**src/rtl/core_mem_responder_pkg.sv**
```systemverilog
// Shared types for the core memory responder: pointer/word types, FSM states and the
// latched request record.
package core_mem_responder_pkg;

    localparam int unsigned PtrWidth  = 30;
    localparam int unsigned WordWidth = 32;

    typedef logic [PtrWidth-1:0]  ptr_t;
    typedef logic [WordWidth-1:0] word_t;

    typedef enum logic [1:0] {
        StIdle,
        StBus,
        StDone
    } mem_resp_state_e;

    typedef struct packed {
        ptr_t       addr;
        logic       write;
        logic       user;
        word_t      data;
        logic [3:0] be;
    } mem_request_t;

endpackage

```
**src/rtl/core_mem_timeout.sv**
```systemverilog
// Loadable saturating down-counter bounding a bus access; expired is high once the
// count has reached zero.
module core_mem_timeout #(
    parameter int unsigned TIMEOUT = 256
) (
    input  logic clk,
    input  logic rst,
    input  logic clear,
    input  logic load,
    input  logic enable,
    output logic expired
);

    localparam int unsigned CntWidth = (TIMEOUT > 2) ? $clog2(TIMEOUT) : 1;
    localparam logic [CntWidth-1:0] LoadVal = CntWidth'(TIMEOUT - 1);

    logic [CntWidth-1:0] count_q, count_d;

    always_comb begin
        count_d = count_q;
        if (clear) begin
            count_d = '0;
        end else if (load) begin
            count_d = LoadVal;
        end else if (enable && (count_q != '0)) begin
            count_d = count_q - 1'b1;
        end
    end

    always_ff @(posedge clk) begin
        if (rst) begin
            count_q <= '0;
        end else begin
            count_q <= count_d;
        end
    end

    assign expired = (count_q == '0);

endmodule

```
**src/rtl/core_mem_responder.sv**
```systemverilog
// Slave endpoint of the core memory request interface: privilege check, one Avalon-MM
// transaction per request, and a bounded wait for the slave.
module core_mem_responder
    import core_mem_responder_pkg::*;
#(
    parameter ptr_t        USER_BASE = 30'h0400_0000,
    parameter int unsigned TIMEOUT   = 256
) (
    input  logic        clk,
    input  logic        rst,
    input  logic        mem_start,
    input  logic [29:0] mem_addr,
    input  logic        mem_write,
    input  logic        mem_user,
    input  logic [31:0] mem_data_wr,
    input  logic [3:0]  mem_data_be,
    output logic        mem_ready,
    output logic        mem_fault,
    output logic [31:0] mem_data_rd,
    output logic [31:0] avl_address,
    output logic        avl_read,
    output logic        avl_write,
    output logic [31:0] avl_writedata,
    output logic [3:0]  avl_byteenable,
    input  logic        avl_waitrequest,
    input  logic [31:0] avl_readdata
);

    mem_resp_state_e state_q, state_d;
    mem_request_t    req_q, req_d;
    logic            priv_fault_q, priv_fault_d;
    word_t           rd_q, rd_d;
    logic            ready_q, ready_d;
    logic            fault_q, fault_d;
    logic            tmo_clear, tmo_load, tmo_enable, tmo_expired;

    core_mem_timeout #(
        .TIMEOUT(TIMEOUT)
    ) u_timeout (
        .clk    (clk),
        .rst    (rst),
        .clear  (tmo_clear),
        .load   (tmo_load),
        .enable (tmo_enable),
        .expired(tmo_expired)
    );

    always_comb begin
        state_d      = state_q;
        req_d        = req_q;
        priv_fault_d = priv_fault_q;
        rd_d         = rd_q;
        ready_d      = 1'b0;
        fault_d      = 1'b0;
        tmo_clear    = 1'b0;
        tmo_load     = 1'b0;
        tmo_enable   = 1'b0;

        unique case (state_q)
            StIdle: begin
                if (mem_start) begin
                    req_d.addr   = mem_addr;
                    req_d.write  = mem_write;
                    req_d.user   = mem_user;
                    req_d.data   = mem_data_wr;
                    req_d.be     = mem_write ? mem_data_be : 4'hF;
                    // Privilege faults spend one strobe-less cycle in StBus so every
                    // response has the same two-cycle minimum latency.
                    priv_fault_d = mem_user && (mem_addr < USER_BASE);
                    tmo_load     = 1'b1;
                    state_d      = StBus;
                end
            end
            StBus: begin
                if (priv_fault_q) begin
                    ready_d = 1'b1;
                    fault_d = 1'b1;
                    state_d = StDone;
                end else if (!avl_waitrequest) begin
                    ready_d = 1'b1;
                    if (!req_q.write) begin
                        rd_d = avl_readdata;
                    end
                    state_d = StDone;
                end else if (tmo_expired) begin
                    ready_d = 1'b1;
                    fault_d = 1'b1;
                    state_d = StDone;
                end else begin
                    tmo_enable = 1'b1;
                end
            end
            StDone: begin
                tmo_clear = 1'b1;
                state_d   = StIdle;
            end
            default: begin
                state_d = StIdle;
            end
        endcase
    end

    always_ff @(posedge clk) begin
        if (rst) begin
            state_q      <= StIdle;
            req_q        <= '0;
            priv_fault_q <= 1'b0;
            rd_q         <= '0;
            ready_q      <= 1'b0;
            fault_q      <= 1'b0;
        end else begin
            state_q      <= state_d;
            req_q        <= req_d;
            priv_fault_q <= priv_fault_d;
            rd_q         <= rd_d;
            ready_q      <= ready_d;
            fault_q      <= fault_d;
        end
    end

    assign mem_ready      = ready_q;
    assign mem_fault      = fault_q;
    assign mem_data_rd    = rd_q;
    assign avl_address    = {req_q.addr, 2'b00};
    assign avl_writedata  = req_q.data;
    assign avl_byteenable = req_q.be;
    assign avl_read       = (state_q == StBus) && !priv_fault_q && !req_q.write;
    assign avl_write      = (state_q == StBus) && !priv_fault_q && req_q.write;

endmodule
```
**config.mk**
```make
export PLATFORM = sky130hd
export DESIGN_NAME = core_mem_responder
export DESIGN_NICKNAME = d
export VERILOG_FILES = /design/src/rtl/core_mem_responder_pkg.sv /design/src/rtl/core_mem_timeout.sv /design/src/rtl/core_mem_responder.sv
export SDC_FILE = /design/constraint.sdc
export NUM_CORES = 1
export LEC_CHECK = 0
export BUFFER_PORTS_ARGS = -buffer_cell sky130_fd_sc_hd__buf_2
export CORE_ASPECT_RATIO = 0.8
export CORE_MARGIN = 2
export CORE_UTILIZATION = 47
export DETAILED_ROUTE_END_ITERATION = 6
export GPL_ROUTABILITY_DRIVEN = 0
export GPL_TIMING_DRIVEN = 1
export MAX_ROUTING_LAYER = met4
export PLACE_DENSITY = 0.8
export SLEW_MARGIN = 20
export SYNTH_ARGS = -nofsm -noshare
export SYNTH_HDL_FRONTEND = slang
export SYNTH_SLANG_ARGS = --single-unit
```
**constraint.sdc**
```tcl
create_clock -name clk -period 2 [get_ports clk]
set_input_delay 0.5 -clock clk [delete_from_list [all_inputs] [get_ports clk]]
set_output_delay 0.5 -clock clk [all_outputs]
set_load 0.02 [all_outputs]
```
==> results of run 1 <==
-- kinds of logic (layout without fill, tap and decap cells) --
| kind of cell | after synthesis | count (layout) | synth area share, % |
|---|---|---|---|
| DFF | 112 | 112 | 49.7 |
| and+or+nand+nor | 234 | 234 | 21.5 |
| other | 1 | 2 | 0.0831 |
| xor gates and xnor gates | 2 | 2 | 0.388 |
| AOI/OAI and AO/OA | 112 | 112 | 13.1 |
| buffers and inverters | 107 | 231 | 14.7 |
| adders and majority gates | 2 | 2 | 0.554 |
-- report_power, final --
group / total [mW] / switching (mW) / internal, mW
registers: 2.45 / 0.0805 / 2.37
logic: 0.783 / 0.494 / 0.289
clock network: 1.80 / 0.785 / 1.01
total: 5.03 / 1.36 / 3.67
-- final cells by class --
class / count / area (um^2)
Clock inverter: 6 / 66.3
Fill cell: 835 / 3760
Multi-Input combinational cell: 352 / 1630
Sequential cell: 112 / 2240
Clock buffer: 10 / 239
Tap cell: 115 / 144
Timing Repair Buffer: 212 / 1110
Inverter: 3 / 11.3
-- worst max path at each step --
stage | start | endpoint | slack [ps] | cells after the start
detailed placement | u_timeout.count_q[0] | u_timeout.count_q[4] | 160 | 6
global placement | u_timeout.count_q[0] | u_timeout.count_q[4] | 220 | 6
finish | state_q[1] | avl_write | 100 | 3
floorplan | u_timeout.count_q[0] | u_timeout.count_q[4] | 250 | 7
CTS | state_q[1] | avl_write | 60 | 3
global route | u_timeout.count_q[0] | u_timeout.count_q[4] | 30 | 6
-- flip-flops by register name (all words and copies together) (netlist names) --
signal,count
avl_byteenable,4
mem_ready,1
mem_data_rd,32
avl_address,30
avl_writedata,32
u_timeout.count_q,8
mem_fault,1
req_q,1
state_q,2
priv_fault_q,1
-- stage by stage --
step | utilization (%) | total power, mW | cells
2_1_floorplan | - | 3.09 | 571
3_3_place_gp | 55.7 | 3.25 | 794
3_5_place_dp | 55.7 | 3.28 | 794
4_1_cts | 59.1 | 5.08 | 810
5_1_grt | 59.1 | 5.27 | 810
6_report | 59.1 | 5.03 | 810
-- timing repair --
item	4_1_cts	5_1_grt
gates cloned	0	0
resized for setup	1	1
endpoints found under the setup margin	1	1
hold buffers	0	0
endpoints found under the hold margin	0	0
-- cell usage in the layout (no fill, tap or decap), types with 3 or more instances in the layout --
| cell type | count |
|---|---|
| buf_2 | 204 |
| nand2_1 | 191 |
| dfxtp_1 | 112 |
| a21oi_1 | 99 |
| nor3_1 | 11 |
| nor2_1 | 9 |
| clkbuf_16 | 9 |
| nor3b_1 | 6 |
| buf_4 | 6 |
| inv_1 | 3 |
| or4_1 | 3 |
| a211oi_1 | 3 |
-- layer usage --
layer | global-route usage [%] | share of wire, % | vias up
li1 | - | - | 2017
met1 | 23.5 | 42 | 1786
met2 | 35.0 | 46 | 173
met3 | 6.68 | 9.2 | 20
met4 | 7.32 | 2.3 | 0
met5 | - | 0 | -
-- critical path, delay by kind of cell (launching register included) --
family / cells / cell delay, ps
AND/OR/NAND/NOR: 2 / 510
flip-flops: 1 / 340
buffers and inverters: 1 / 210
==> impl_metrics.json, run 1 <==
{
  "cts_buffers": 9,
  "clk_pin_slew_worst_paths_ps": 70,
  "fp-row-count": 31,
  "port_buffers": 205,
  "antennaDiodeCount": 0,
  "r2r_end": "u_timeout.count_q[4]",
  "yosysTopAreaCellShare_pct": 49.7,
  "fin_skew_ps": 5.95,
  "p_leak_nw": 2.52,
  "hold_path_class": "in2reg",
  "crit_arrival_ps": 1400,
  "hold_path_depth": 3,
  "grt_start_max_net_pins": 53,
  "drc": 0,
  "postCtsSetupBuffers": 0,
  "cts-root-buf": "clkbuf_16",
  "dieArea_mm2": 0.0104,
  "fin_setup_tns_ps": 0,
  "wire_per_inst_um": 13.3,
  "fin_area_mm2": 0.00544,
  "drt-pass1-iter-count": 6,
  "synth_seq_area_share_pct": 49.7,
  "worstSkewPairLatency_ps": 340,
  "drive_above_1_share_pct": 34.0,
  "hold_slack_ps": 394,
  "dp_hpwl_um": 7640,
  "cts_htree_levels": 3,
  "worstMarginPinSlew_ps": 532,
  "antenna_found_initial": 0,
  "ys.flop_type": "dfxtp_1",
  "yosysUniqueCellTypes": 34,
  "crit_chain": "nand2b_2, nor3b_1, buf_2",
  "layout_min_cycle_time_ps": 1900,
  "area.growth.synth_to_final_pct": 20.4,
  "synth.area.top_cells": "dfxtp_1, nand2_1, buf_4",
  "cts.sink_count": 112,
  "reg2reg_from": "u_timeout.count_q[0]",
  "synthArstFlopShare_pct": 0,
  "finalMaxSlewViolations": 0,
  "peakVddDrop_v": 0.000580,
  "avgSynthCellArea_um2": 7.92,
  "grt_pass1_vias": 3742,
  "synth_edf_count": 0,
  "die_w_um": 114,
  "status": "finished, final reports clean",
  "hold_viol_final": 0,
  "worstPathMaxFanout": 7,
  "yosysMostFrequentCell": "nand2_1",
  "start_util_pct": 49.1,
  "grt_setup_unrepaired": "no",
  "rrSetupSlack_ps": 130,
  "cts_buffer_depth": 2,
  "yosys-top-cells-count": "nand2_1, dfxtp_1, a21oi_1",
  "synth_area_mm2": 0.00451,
  "fmax_mhz": 527,
  "report.final.setup_viol": 0,
  "reg2reg_depth": 6,
  "hold_start": "avl_readdata[23]",
  "drv_cap": 0,
  "slew-limit-headroom_pct": 64.5,
  "grt_overflow": 0,
  "syn_inst": 570,
  "vias": 3996,
  "endpoint_kind": "output port",
  "die_y_um": 91.7,
  "yosysTopAreaCell": "dfxtp_1",
  "layout_setup_ws_ps": 102,
  "grt_first_pass_wirelength_um": 17000,
  "critical_path_class": "reg2out",
  "routed_wirelength_um": 10800,
  "ys_ff_latch": 112,
  "cp_slowest_cell": "dfxtp_1",
  "hold_end": "mem_data_rd[23]",
  "required_ps": 1500,
  "core_mm2": 0.00919,
  "vias_per_cell": 4.93,
  "antenna_left": 0,
  "fin_nets": 796,
  "period_share_pct": 94.9,
  "ioPinCount": 208,
  "pre_cts_ws_ps": 156,
  "slowest_delay_ps": 340,
  "first_iter_violations": 207,
  "power_density_mw_per_mm2": 925,
  "cts_tree": "done",
  "crit_path_start_kind": "flip-flop",
  "place_area_mm2": 0.00512,
  "track_usage_pct": 20.8,
  "yosys_warnings": 0
}
Note: power is estimated with default switching activity, not from simulation.
==> run 2, diff against run 1 <==
Settings changed: CORE_UTILIZATION 47 to 50, PLACE_DENSITY 0.8 to 0.85.
Clock period 2 ns to 2.2 ns, I/O delays scaled along.
==> run 2 against run 1 <==
  * Worst setup slack improved by 65 ps
  * Hold slack better by 42 ps
  * Clock power down 4%
  * Routed wire length shrank 0.58%
  * Register-to-register slack gained 160 ps
  * Combinational power decreased by 9.1%
  * Count of clock-buffer cells in the layout is 1 lower
  * Critical path type unchanged
  * Largest cell class unchanged
  * Largest power group unchanged
==> impl_metrics.json, run 2 (synthesis gave the netlist of run 1 again) <==
{
  "grt_busiest_layer": "met2",
  "vias_per_cell": 5.04,
  "cts_buffers": 9,
  "use_met1_pct": 22.3,
  "fp-row-count": 30,
  "hold_end": "avl_address[24]",
  "drv_cap": 0,
  "cts_tree": "done",
  "slew-limit-headroom_pct": 61.9,
  "cts_htree_levels": 3,
  "antenna_found_initial": 0,
  "drive_above_1_share_pct": 33.5,
  "antennaDiodeCount": 0,
  "power_frac_seq_pct": 47.8,
  "fmax_mhz": 492,
  "reg2reg_depth": 6,
  "grt_first_pass_wirelength_um": 16000,
  "layout_min_cycle_time_ps": 2030,
  "routed_wirelength_um": 10700,
  "worstPathMaxFanout": 7,
  "wire_per_inst_um": 13.3,
  "peakVddDrop_v": 0.000795,
  "final_cell_mix": "buf_2, nand2_1, dfxtp_1, a21oi_1, nor3_1",
  "area.growth.synth_to_final_pct": 20.6,
  "dp_hpwl_um": 7640,
  "crit_start": "state_q[1]",
  "use_met2_pct": 37.8,
  "fin_util_pct": 63.1,
  "cts.hold.buffers_added": 0,
  "crit_buf_inv": 1,
  "grt_setup_unrepaired": "no",
  "dieArea_mm2": 0.00981,
  "drc": 0,
  "clk_pin_slew_worst_paths_ps": 70,
  "vias": 4060,
  "worstMarginPinSlew_ps": 569,
  "fin_setup_tns_ps": 0,
  "r2r_end": "u_timeout.count_q[4]",
  "final_common_cell": "buf_2",
  "fin_area_mm2": 0.00544,
  "report.final.setup_viol": 0,
  "swShare_pct": 26.7,
  "grt_start_max_net_pins": 65,
  "die_y_um": 89.0,
  "grt_pass1_vias": 3704,
  "critical_path_class": "reg2out",
  "cts-root-buf": "clkbuf_16",
  "internal-power_mw": 3.42,
  "worstSkewPairLatency_ps": 340,
  "cp_slowest_cell": "dfxtp_1",
  "cts_resized": 0,
  "slowest_delay_ps": 330,
  "postCtsSetupBuffers": 0,
  "track_usage_pct": 21.6,
  "p_leak_nw": 2.51,
  "post-place-cells": 790,
  "drt-pass1-iter-count": 5,
  "endpoint_kind": "output port",
  "critical-path-top-delay-family": "simple AND/OR/NAND/NOR gates",
  "crit_arrival_ps": 1480,
  "layout_setup_ws_ps": 167,
  "power.switching_mw": 1.24,
  "fin_skew_ps": 7.52,
  "grt_overflow": 0,
  "die_w_um": 110,
  "start_util_pct": 52.3,
  "fin_nets": 795,
  "ioPinCount": 208,
  "hold_viol_final": 0,
  "reg2reg_from": "u_timeout.count_q[0]",
  "place_area_mm2": 0.00512,
  "crit_path_start_kind": "flip-flop",
  "hold_start": "mem_addr[22]",
  "p_comb_share_pct": 15.3,
  "first_iter_violations": 319,
  "antenna_left": 0,
  "fin_cells": 805,
  "cts.sink_count": 112,
  "hold_path_class": "in2reg",
  "clockPowerShare_pct": 36.9,
  "crit_chain": "nand2b_1, nor3b_1, buf_2",
  "period_share_pct": 92.4,
  "pre_cts_ws_ps": 350,
  "status": "finished, final reports clean",
  "required_ps": 1650,
  "cts_buffer_depth": 2,
  "grt_use_met3_pct": 7.51,
  "power_density_mw_per_mm2": 855,
  "fillers": 740,
  "rrSetupSlack_ps": 290,
  "core_mm2": 0.00863,
  "hold_path_depth": 3,
  "finalMaxSlewViolations": 0,
  "port_buffers": 205
}
run 2: routing by layer:
layer / wire [um] / up-vias
li1: - / 2020
met1: 4210 / 1844
met2: 5230 / 173
met3: 1050 / 23
met4: 198 / 0
met5: 0 / -
run 2: how the worst max path moves through the flow:
stage | depth (start not counted) | slack (ps) | to
3_5_place_dp | 6 | 350 | u_timeout.count_q[4]
5_1_grt | 3 | 10 | avl_write
6_report | 3 | 170 | avl_write
2_1_floorplan | 7 | 450 | u_timeout.count_q[4]
3_3_place_gp | 6 | 420 | u_timeout.count_q[4]
4_1_cts | 3 | 100 | avl_write
run 2: cell type report:
| cell class | instances | area (um^2) | share of cell area (%) |
|---|---|---|---|
| Inverter | 3 | 11.3 | 0.207 |
| Sequential cell | 112 | 2240 | 41.2 |
| Timing Repair Buffer | 211 | 1110 | 20.4 |
| Clock inverter | 6 | 93.8 | 1.72 |
| Clock buffer | 9 | 225 | 4.14 |
| Multi-Input combinational cell | 352 | 1620 | 29.8 |
| Tap cell | 112 | 140 | 2.57 |
run 2: worst register-to-register path: stages (launching register included):
cell and delay, ps:
dfxtp_1 350, inv_1 120, ha_1 150, or3b_2 510
o21a_1 290, a311oi_1 300, nor3_1 70
run 2: power by group through the flow:
stage	sequential [mW]	combinational (mW)	clock, mW
floorplan	2.28	0.526	0
global placement	2.26	0.691	0
detailed placement	2.27	0.714	0
CTS	2.22	0.714	1.76
global route	2.24	0.782	1.84
finish	2.23	0.712	1.72
run 2: stage by stage:
step           total power [mW]  hold slack, ps
2_1_floorplan              2.81             437
3_3_place_gp               2.95             438
3_5_place_dp               2.98             443
4_1_cts                    4.70             425
5_1_grt                    4.87             430
6_report                   4.66             436
==> run 3, diff against run 2 <==
Settings changed: CORE_UTILIZATION 50 to 47, PLACE_DENSITY 0.85 to 0.8.
Clock period 2.2 ns to 2.1 ns, I/O delays scaled along.
==> run 3 against run 2 <==
  * Non-clock buffer count stayed put
  * Utilization is 4.1 points lower
  * Register-to-register slack got worse by 110 ps
  * Critical path type unchanged
  * Die area up 6.1%
  * Highest routed layer unchanged
==> impl_metrics.json, run 3 (synthesis gave the netlist of run 1 again) <==
{
  "layout_min_cycle_time_ps": 1990,
  "clk_pin_slew_worst_paths_ps": 80,
  "reg2reg_depth": 6,
  "required_ps": 1570,
  "drv_cap": 0,
  "cts-root-buf": "clkbuf_16",
  "core_mm2": 0.00919,
  "hold_path_class": "in2reg",
  "peakVddDrop_v": 0.000598,
  "grt_pass1_vias": 3760,
  "p_comb_share_pct": 15.5,
  "die_y_um": 91.7,
  "period_share_pct": 94.9,
  "use_met2_pct": 35.4,
  "reg2reg_from": "u_timeout.count_q[0]",
  "first_iter_violations": 281,
  "final_cell_mix": "buf_2, nand2_1, dfxtp_1, a21oi_1, nor3_1",
  "cts_buffers": 9,
  "cts.sink_count": 112,
  "antenna_found_initial": 0,
  "crit_path_start_kind": "flip-flop",
  "grt_overflow": 0,
  "critical_path_class": "reg2out",
  "cts_tree": "done",
  "worstPathMaxFanout": 7,
  "die_w_um": 114,
  "postCtsSetupBuffers": 0,
  "clockPowerShare_pct": 35.9,
  "ioPinCount": 208,
  "crit_chain": "nand2b_1, nor3_1, buf_2",
  "use_met1_pct": 24.6,
  "dieArea_mm2": 0.0104,
  "endpoint_kind": "output port",
  "cts_buffer_depth": 2,
  "grt_start_max_net_pins": 73,
  "power.switching_mw": 1.30,
  "status": "finished, final reports clean",
  "hold_start": "mem_addr[24]",
  "power_density_mw_per_mm2": 884,
  "fin_setup_tns_ps": 0,
  "wire_per_inst_um": 13.2,
  "cts_htree_levels": 3,
  "multi_input_area_mm2": 0.00162,
  "grt_busiest_layer": "met2",
  "crit_buf_inv": 1,
  "vias": 4042,
  "fin_skew_ps": 7.04,
  "final_common_cell": "buf_2",
  "drt-pass1-iter-count": 4,
  "finalMaxSlewViolations": 0,
  "internal-power_mw": 3.49,
  "drc": 0,
  "crit_start": "state_q[1]",
  "cp_slowest_cell": "dfxtp_1",
  "port_buffers": 205,
  "track_usage_pct": 21.1,
  "hold_viol_final": 0,
  "worstMarginPinSlew_ps": 530,
  "fillers": 829,
  "fin_area_mm2": 0.00542,
  "area.growth.synth_to_final_pct": 20.1,
  "antenna_left": 0,
  "routed_wirelength_um": 10700,
  "hold_path_depth": 3,
  "critical-path-top-delay-family": "simple AND/OR/NAND/NOR gates",
  "vias_per_cell": 5.00,
  "antennaDiodeCount": 0,
  "crit_arrival_ps": 1470,
  "p_leak_nw": 2.51,
  "path_depth": 3,
  "grt_setup_unrepaired": "no",
  "drive_above_1_share_pct": 33.6,
  "report.final.setup_viol": 0,
  "start_util_pct": 49.1,
  "fp-row-count": 31,
  "cts_resized": 0,
  "rrSetupSlack_ps": 180,
  "swShare_pct": 27.2,
  "slew-limit-headroom_pct": 64.7,
  "cts.hold.buffers_added": 0,
  "seq_area_mm2": 0.00224,
  "worstSkewPairLatency_ps": 340,
  "slowest_delay_ps": 340,
  "fmax_mhz": 502,
  "grt_use_met3_pct": 6.74,
  "dp_hpwl_um": 7650,
  "fin_nets": 795,
  "power_frac_seq_pct": 48.7,
  "place_area_mm2": 0.00512,
  "grt_first_pass_wirelength_um": 17300
}
-- run 3: cell types whose count changed in the layout (fill, tap and decap cells not counted) --
cell,change
clkinv_4,-2
bufinv_16,-1
clkbuf_8,+1
buf_12,-1
inv_6,+1
buf_4,+1
clkinv_2,+2
-- run 3: worst reg2reg max path, stage by stage, from the launching register on --
cell      delay [ps]
dfxtp_1          350
inv_1            100
ha_1             160
or3b_2           500
o21a_1           290
a311oi_1         330
nor3_1            70
-- run 3: power by group through the flow --
stage               clock network, mW  logic, mW  registers (mW)
floorplan                           0      0.551            2.39
global placement                    0      0.726            2.37
detailed placement                  0      0.749            2.38
CTS                              1.76      0.749            2.33
global route                     1.86      0.821            2.35
finish                           1.72      0.742            2.33
-- run 3: layout make-up --
| type | instances | share of cell area, % |
|---|---|---|
| Clock buffer | 10 | 4.41 |
| Multi-Input combinational cell | 352 | 29.9 |
| Sequential cell | 112 | 41.4 |
| Tap cell | 115 | 2.65 |
| Inverter | 3 | 0.208 |
| Timing Repair Buffer | 211 | 20.3 |
| Clock inverter | 6 | 1.20 |
-- run 3: stage by stage --
step | total power, mW | cells | setup WS, ps | hold slack, ps | util, %
6_report | 4.79 | 809 | 108 | 415 | 59.0
5_1_grt | 5.03 | 809 | 48.5 | 406 | 59.0
4_1_cts | 4.84 | 809 | 67.2 | 402 | 59.0
3_5_place_dp | 3.13 | 793 | 239 | 444 | 55.7
3_3_place_gp | 3.10 | 793 | 312 | 439 | 55.7
2_1_floorplan | 2.94 | 571 | 353 | 437 | -
-- run 3: final timing paths --
check / to
max: avl_read
min: avl_address[26]
max reg2reg: u_timeout.count_q[4]
min reg2reg: avl_writedata[28]
-- run 3: per-layer routing --
layer / vias to the layer above / part of all wire [%]
li1: 2019 / -
met1: 1837 / 42
met2: 175 / 48
met3: 11 / 9.1
met4: 0 / 1.1
met5: - / 0
